$ cat config.mk
export PLATFORM = sky130hd
export DESIGN_NAME = sdram_port_arbiter
export DESIGN_NICKNAME = d
export VERILOG_FILES = /design/src/rtl/sdram_arb_pkg.sv /design/src/rtl/sdram_req_slot.sv /design/src/rtl/sdram_port_arbiter.sv
export SDC_FILE = /design/constraint.sdc
export NUM_CORES = 1
export LEC_CHECK = 0
export CAP_MARGIN = 20
export CORE_UTILIZATION = 45
export DETAILED_ROUTE_END_ITERATION = 10
export DONT_BUFFER_PORTS = 1
export RECOVER_POWER = 100
export SYNTH_ARGS = -nofsm -noshare
export SYNTH_HDL_FRONTEND = slang
export SYNTH_SLANG_ARGS = --single-unit
$ cat constraint.sdc
create_clock -name clk -period 3.31 [get_ports clk]
set_input_delay 0.1655 -clock clk [delete_from_list [all_inputs] [get_ports clk]]
set_output_delay 0.1655 -clock clk [all_outputs]
set_load 0.01 [all_outputs]
$ cat src/rtl/sdram_arb_pkg.sv
// sdram_arb_pkg: shared types for the SDRAM port arbiter.
// Access FSM states, grant owner and counter sizing helper.
package sdram_arb_pkg;

   typedef enum logic [1:0] {
      IDLE,
      ISSUE,
      WAIT,
      DONE
   } arb_state_e;

   typedef enum logic {
      GNT_WR,
      GNT_RD
   } arb_grant_e;

   // Width of a counter that must reach max_val, never below 8 bits.
   function automatic int cnt_width(input int max_val);
      int w;
      w = $clog2(max_val + 1);
      return (w < 8) ? 8 : w;
   endfunction

endpackage

$ cat src/rtl/sdram_req_slot.sv
// sdram_req_slot: one-entry request capture register.
// Ports: cap/cap_data load an entry, free empties it, valid/data
// expose the held entry. With OVERWRITE=0 a capture into a full
// slot that is not being freed this cycle is ignored.
module sdram_req_slot
#(
   parameter int W         = 8,
   parameter bit OVERWRITE = 1'b0
)
(
   input  logic         clk,
   input  logic         reset_n,
   input  logic         cap,
   input  logic [W-1:0] cap_data,
   input  logic         free,
   output logic         valid,
   output logic [W-1:0] data
);

   logic         valid_q;
   logic         valid_d;
   logic [W-1:0] data_q;
   logic [W-1:0] data_d;

   // A capture in the same cycle as a free wins: the old entry has
   // already been copied out, the new one takes its place.
   always_comb begin
      valid_d = valid_q;
      data_d  = data_q;
      if (free) begin
         valid_d = 1'b0;
      end
      if (cap && (OVERWRITE || !valid_q || free)) begin
         valid_d = 1'b1;
         data_d  = cap_data;
      end
   end

   always_ff @(posedge clk or negedge reset_n) begin
      if (!reset_n) begin
         valid_q <= 1'b0;
         data_q  <= '0;
      end else begin
         valid_q <= valid_d;
         data_q  <= data_d;
      end
   end

   assign valid = valid_q;
   assign data  = data_q;

endmodule

$ cat src/rtl/sdram_port_arbiter.sv
// sdram_port_arbiter: shares one SDRAM controller port between the
// loader (ld_*, buffered writes) and the cassette player (cas_*,
// queued reads). mem_* drive the controller; wr_overflow and
// mem_timeout are sticky error flags cleared only by reset.
module sdram_port_arbiter
   import sdram_arb_pkg::*;
#(
   parameter int AW           = 25,
   parameter int DW           = 8,
   parameter int MAX_WR_BURST = 4,
   parameter int TIMEOUT      = 255
)
(
   input  logic          clk,
   input  logic          reset_n,
   input  logic          ld_wr,
   input  logic [AW-1:0] ld_addr,
   input  logic [DW-1:0] ld_data,
   input  logic          cas_rd,
   input  logic [AW-1:0] cas_addr,
   output logic [DW-1:0] cas_data,
   output logic          cas_valid,
   output logic [AW-1:0] mem_addr,
   output logic [DW-1:0] mem_din,
   output logic          mem_we,
   output logic          mem_rd,
   input  logic [DW-1:0] mem_dout,
   input  logic          mem_ready,
   output logic          wr_overflow,
   output logic          mem_timeout
);

   localparam int TW = cnt_width(TIMEOUT);
   localparam int BW = $clog2(MAX_WR_BURST + 1);

   localparam logic [TW-1:0] TMO_LAST  = TW'(TIMEOUT - 1);
   localparam logic [BW-1:0] BURST_MAX = BW'(MAX_WR_BURST);

   // Request slots
   logic          wr_valid;
   logic          wr_free;
   logic [AW-1:0] wr_addr;
   logic [DW-1:0] wr_data;
   logic          rd_valid;
   logic          rd_free;
   logic [AW-1:0] rd_addr;

   sdram_req_slot #(
      .W         (AW + DW),
      .OVERWRITE (1'b0)
   ) u_wr_slot (
      .clk      (clk),
      .reset_n  (reset_n),
      .cap      (ld_wr),
      .cap_data ({ld_addr, ld_data}),
      .free     (wr_free),
      .valid    (wr_valid),
      .data     ({wr_addr, wr_data})
   );

   // Latest cassette address wins while still queued.
   sdram_req_slot #(
      .W         (AW),
      .OVERWRITE (1'b1)
   ) u_rd_slot (
      .clk      (clk),
      .reset_n  (reset_n),
      .cap      (cas_rd),
      .cap_data (cas_addr),
      .free     (rd_free),
      .valid    (rd_valid),
      .data     (rd_addr)
   );

   // State
   arb_state_e    state_q;
   arb_state_e    state_d;
   arb_grant_e    grant_q;
   arb_grant_e    grant_d;
   logic [BW-1:0] burst_q;
   logic [BW-1:0] burst_d;
   logic [TW-1:0] tmo_q;
   logic [TW-1:0] tmo_d;
   logic [AW-1:0] mem_addr_q;
   logic [AW-1:0] mem_addr_d;
   logic [DW-1:0] mem_din_q;
   logic [DW-1:0] mem_din_d;
   logic [DW-1:0] cas_data_q;
   logic [DW-1:0] cas_data_d;
   logic          ovf_q;
   logic          ovf_d;
   logic          tmo_flag_q;
   logic          tmo_flag_d;

   logic pick_rd;

   // Reads are held off only while a write is waiting and the
   // write burst has not yet reached its limit.
   assign pick_rd = rd_valid &&
                    (!wr_valid || (burst_q == BURST_MAX));

   always_comb begin
      state_d    = state_q;
      grant_d    = grant_q;
      burst_d    = burst_q;
      tmo_d      = tmo_q;
      mem_addr_d = mem_addr_q;
      mem_din_d  = mem_din_q;
      cas_data_d = cas_data_q;
      tmo_flag_d = tmo_flag_q;
      wr_free    = 1'b0;
      rd_free    = 1'b0;

      unique case (state_q)
         IDLE: begin
            // The entry is copied into the mem_* registers here and
            // the slot is released, so new requests can queue behind.
            if (wr_valid || rd_valid) begin
               state_d = ISSUE;
               if (pick_rd) begin
                  grant_d    = GNT_RD;
                  mem_addr_d = rd_addr;
                  rd_free    = 1'b1;
               end else begin
                  grant_d    = GNT_WR;
                  mem_addr_d = wr_addr;
                  mem_din_d  = wr_data;
                  wr_free    = 1'b1;
               end
            end
         end
         ISSUE: begin
            state_d = WAIT;
            tmo_d   = '0;
         end
         WAIT: begin
            if (mem_ready) begin
               state_d = DONE;
               if (grant_q == GNT_RD) begin
                  cas_data_d = mem_dout;
               end
            end else if (tmo_q == TMO_LAST) begin
               state_d    = IDLE;
               tmo_flag_d = 1'b1;
            end else begin
               tmo_d = tmo_q + TW'(1);
            end
         end
         DONE: begin
            state_d = IDLE;
         end
         default: begin
            state_d = IDLE;
         end
      endcase

      // Burst counts writes granted over a waiting read.
      if (!rd_valid) begin
         burst_d = '0;
      end else if (rd_free) begin
         burst_d = '0;
      end else if (wr_free && (burst_q != BURST_MAX)) begin
         burst_d = burst_q + BW'(1);
      end

      ovf_d = ovf_q | (ld_wr && wr_valid && !wr_free);
   end

   always_ff @(posedge clk or negedge reset_n) begin
      if (!reset_n) begin
         state_q    <= IDLE;
         grant_q    <= GNT_WR;
         burst_q    <= '0;
         tmo_q      <= '0;
         mem_addr_q <= '0;
         mem_din_q  <= '0;
         cas_data_q <= '0;
         ovf_q      <= 1'b0;
         tmo_flag_q <= 1'b0;
      end else begin
         state_q    <= state_d;
         grant_q    <= grant_d;
         burst_q    <= burst_d;
         tmo_q      <= tmo_d;
         mem_addr_q <= mem_addr_d;
         mem_din_q  <= mem_din_d;
         cas_data_q <= cas_data_d;
         ovf_q      <= ovf_d;
         tmo_flag_q <= tmo_flag_d;
      end
   end

   assign mem_we      = (state_q == ISSUE) && (grant_q == GNT_WR);
   assign mem_rd      = (state_q == ISSUE) && (grant_q == GNT_RD);
   assign cas_valid   = (state_q == DONE) && (grant_q == GNT_RD);
   assign mem_addr    = mem_addr_q;
   assign mem_din     = mem_din_q;
   assign cas_data    = cas_data_q;
   assign wr_overflow = ovf_q;
   assign mem_timeout = tmo_flag_q;

endmodule

==> flow_summary_export.csv <==
group,metric,value,unit
drt,antenna_left,0,
run_status,status,"complete, but fails checks",
setup_path,end_kind,"flip-flop",
synth,synth_simple_gate_area_frac,0.0784,
synth,ys_seq_elements,117,
timing,maxSlewHeadroom,-0.0384,
synth,synth_xor_area_frac,0.00545,
drt,drtPass1Iterations,4,
clock_network,clk_pin_slew,0.06,ns
final_layout,final_cell_mix,"117 x dfrtp_1, 70 x dlygate4sd3_1, 64 x mux2_2",
die,io_pins,117,
synth,ys_seq_area_frac,0.607,
timing,fin_hold_ws,0.0421,ns
synth,synth_compound_area_frac,0.0872,
synth,synth_mux_area_frac,0.183,
final_layout,final_net_count,518,
global_routing,grt_antenna_before_repair,0,
setup_path,critPathMaxStageDelay,0.52,ns
timing,fin_skew,0.00457,ns
timing,fmax,431,MHz
power,peakVddDrop,0.474,mV
power,leakagePower,2.92,nW
timing,worst_pin_slew,1.56,ns
clock_network,clockBufferDepth,2,
synth,synth_area_leaders,"dfrtp_1 61%, mux2_2 15%, nand2_1 3.5%, mux2i_1 2.9%, a21o_1 2.6%",
synth,synth_edf_count,0,
place,hpwl,5.81,mm
setup_path,worstPathMaxFanout,33,
min_path,min_path_cells,2,
clock_network,clk_latency,0.51,ns
setup_path,crit_slowest_cell,"nor3b_1",
setup_path,cp-start-kind,"flip-flop",
global_routing,grt_start_max_net_pins,118,
synth,syn_nets,442,
power,p_total,0.00594,W
clock_network,cts_resized,0,
setup_path,criticalPathCategory,"reg2reg",
drt,wirelength,9.98,mm
timing,maxSlewViolCount,42,
synth,syn_area,4820,sq um
timing,finalSetupViolCount,0,
clock_network,cts_root_buf,"clkbuf_8",
synth,synth_top_family_by_area,"multiplexers",
min_path,hold_class,"in2reg",
final_layout,nFillCells,848,
die,floorplan.initialDensity,0.465,
global_routing,grt_pass1_wl,16.6,mm
setup_path,crit_chain,"nor3b_1, and2_4, o21ai_0, buf_4, mux2_1",
final_layout,design_area,6250,sq um
clock_network,cts_tree,"done",
final_layout,n_antenna_cell,0,
synth,synth_cells,367,
clock_network,cts_sinks,117,
min_path,min_from,"cas_rd",
power,power_density,950,nW/um^2
timing,final.setup.tns,0,ns
run_status,violations,"capacitance limit, slew limit",
drt,drc,0,
flow_run,maxCapViolCount,1,
timing,rsz0062_at_grt,"false",
final_layout,multi_input_area,1740,sq um
global_routing,first_global_vias,3399,
final_layout,final_common_cell,"dfrtp_1",
final_layout,drive_gt1_frac,0.228,
die,coreArea,10400,sq um
drt,vias,3114,
synth,yosys.area.top_type,"dfrtp_1",
drt,drtIter0Drc,153,
global_routing,grt_use_total,0.196,
timing,post-route-min-period,2.32,ns
clock_network,cts_inserted_buffers,17,
final_layout,ff_latch_area,2930,sq um
timing,finalHoldViolCount,0,
place,gp_congestion,0.720,
timing,timing.final.crit_share,0.700,
place,placed_area,4910,sq um
synth,syn_area_per_cell,13.1,sq um
drt,avgViaCountPerCell,5.26,
setup_path,worstPathArrival,2.70,ns
min_path,min_to,"u_rd_slot.data[13]$_DFFE_PN0P_",
setup_path,r2r_end,"u_wr_slot.data[5]$_DFFE_PN0P_",
place,port_buffers,0,
synth,yosys.area.top_type_share,0.607,
synth,ys.flop_type,"dfrtp_1",
global_routing,overflow,0,
clock_network,htreeDepth,4,
die,fp.dieW,106,um
setup_path,reg2reg_slack,0.99,ns
synth,synthArstFlopShare,1.00,
final_layout,syn2layout_area_growth,29.6,%
die,fp.dieH,106,um
setup_path,r2r_cells,5,
die,row_count,37,
synth,synth_warnings,0,
drt,route.detailed.wl_per_inst,16.9,um
setup_path,r2r_start,"u_wr_slot.valid$_DFFE_PN0P_",
synth,synth_cell_type_count,40,
setup_path,cp.required,3.69,ns
synth,synthAdderAreaFrac,0.0104,
die,dieArea,11100,sq um
[through the flow]
step           std cells  worst slack, ns   util
4_1_cts              592             1.11  0.606
3_3_place_gp         488             1.21  0.474
2_1_floorplan        367             1.63      -
3_5_place_dp         488             1.13  0.474
5_1_grt              592            0.706  0.603
6_report             592            0.992  0.603
[worst max-delay path, delay by kind of cell (launching register included)]
kind	cells	cell delay [ns]
multiplexers	1	0.39
AND/OR/NAND/NOR	2	0.92
buffers and inverters	1	0.29
flip-flops	1	0.45
AO/OA/AOI/OAI	1	0.12
[where the power goes]
group	internal (W)	total (W)	switching, W
Clock	0.00129	0.00190	0.000608
Sequential	0.00199	0.00247	0.000487
Combinational	0.000797	0.00156	0.000768
[state kept, by name (all words and copies together), names as in the netlist]
name,cells
burst_q,3
cas_data,8
grant_q,1
mem_addr,25
mem_din,8
mem_timeout,1
state_q,2
tmo_q,8
u_rd_slot.data,25
u_rd_slot.valid,1
u_wr_slot.data,33
u_wr_slot.valid,1
wr_overflow,1
[area by class of cell]
class,count,area share
inverters,6,0.00360
repair buffers,75,0.123
multi-input cells,226,0.278
flip-flops and latches,117,0.468
clock inverters,10,0.0240
well taps,136,0.0272
clock buffers,22,0.0757
[worst max-delay path by stage]
stage | startpoint | endpoint | slack (ns) | cells after the start
floorplan | burst_q[0]$_DFFE_PN0P_ | u_wr_slot.data[10]$_DFFE_PN0P_ | 1.63 | 7
global placement | burst_q[0]$_DFFE_PN0P_ | mem_addr[14]$_DFFE_PN0P_ | 1.21 | 7
detailed placement | burst_q[0]$_DFFE_PN0P_ | mem_addr[20]$_DFFE_PN0P_ | 1.13 | 7
CTS | burst_q[0]$_DFFE_PN0P_ | mem_addr[15]$_DFFE_PN0P_ | 1.11 | 7
global route | u_wr_slot.valid$_DFFE_PN0P_ | u_wr_slot.data[5]$_DFFE_PN0P_ | 0.71 | 5
finish | u_wr_slot.valid$_DFFE_PN0P_ | u_wr_slot.data[5]$_DFFE_PN0P_ | 0.99 | 5
[cells in the mapped netlist, types with 2 or more instances]
cell type  number
a21o_1         17
a21oi_1         5
a22o_1         11
buf_2           6
buf_4           4
buf_6           3
clkbuf_1        4
dfrtp_1       117
ha_1            4
inv_1           6
mux2_2         65
mux2i_1        14
nand2_1        45
nand2b_1        3
nand3_1         8
nand4_1         2
nor2_1          5
nor3_1          2
o21ai_0        20
o2bb2ai_1       2
or2_2           2
or3_1           3
xor2_1          2
[per-layer routing]
layer	part of all wire	up-vias	track usage
met3	0.056	14	0.0656
li1	-	1447	-
met5	0	-	0
met1	0.43	1562	0.236
met4	0.014	0	0.0823
met2	0.50	91	0.321
[logic make-up (layout without fill, tap and decap cells)]
group	Yosys count	in the layout
compound gates	61	61
mux	80	80
buf+inv	24	113
xor+xnor	3	3
flops	117	117
simple gates	78	78
fa+ha+maj	4	4
[timing repair]
action	4_1_cts	5_1_grt
hold endpoints to repair	189	0
hold buffers	72	0
buffers inserted	0	0
Power figures use the tool's default switching activity.
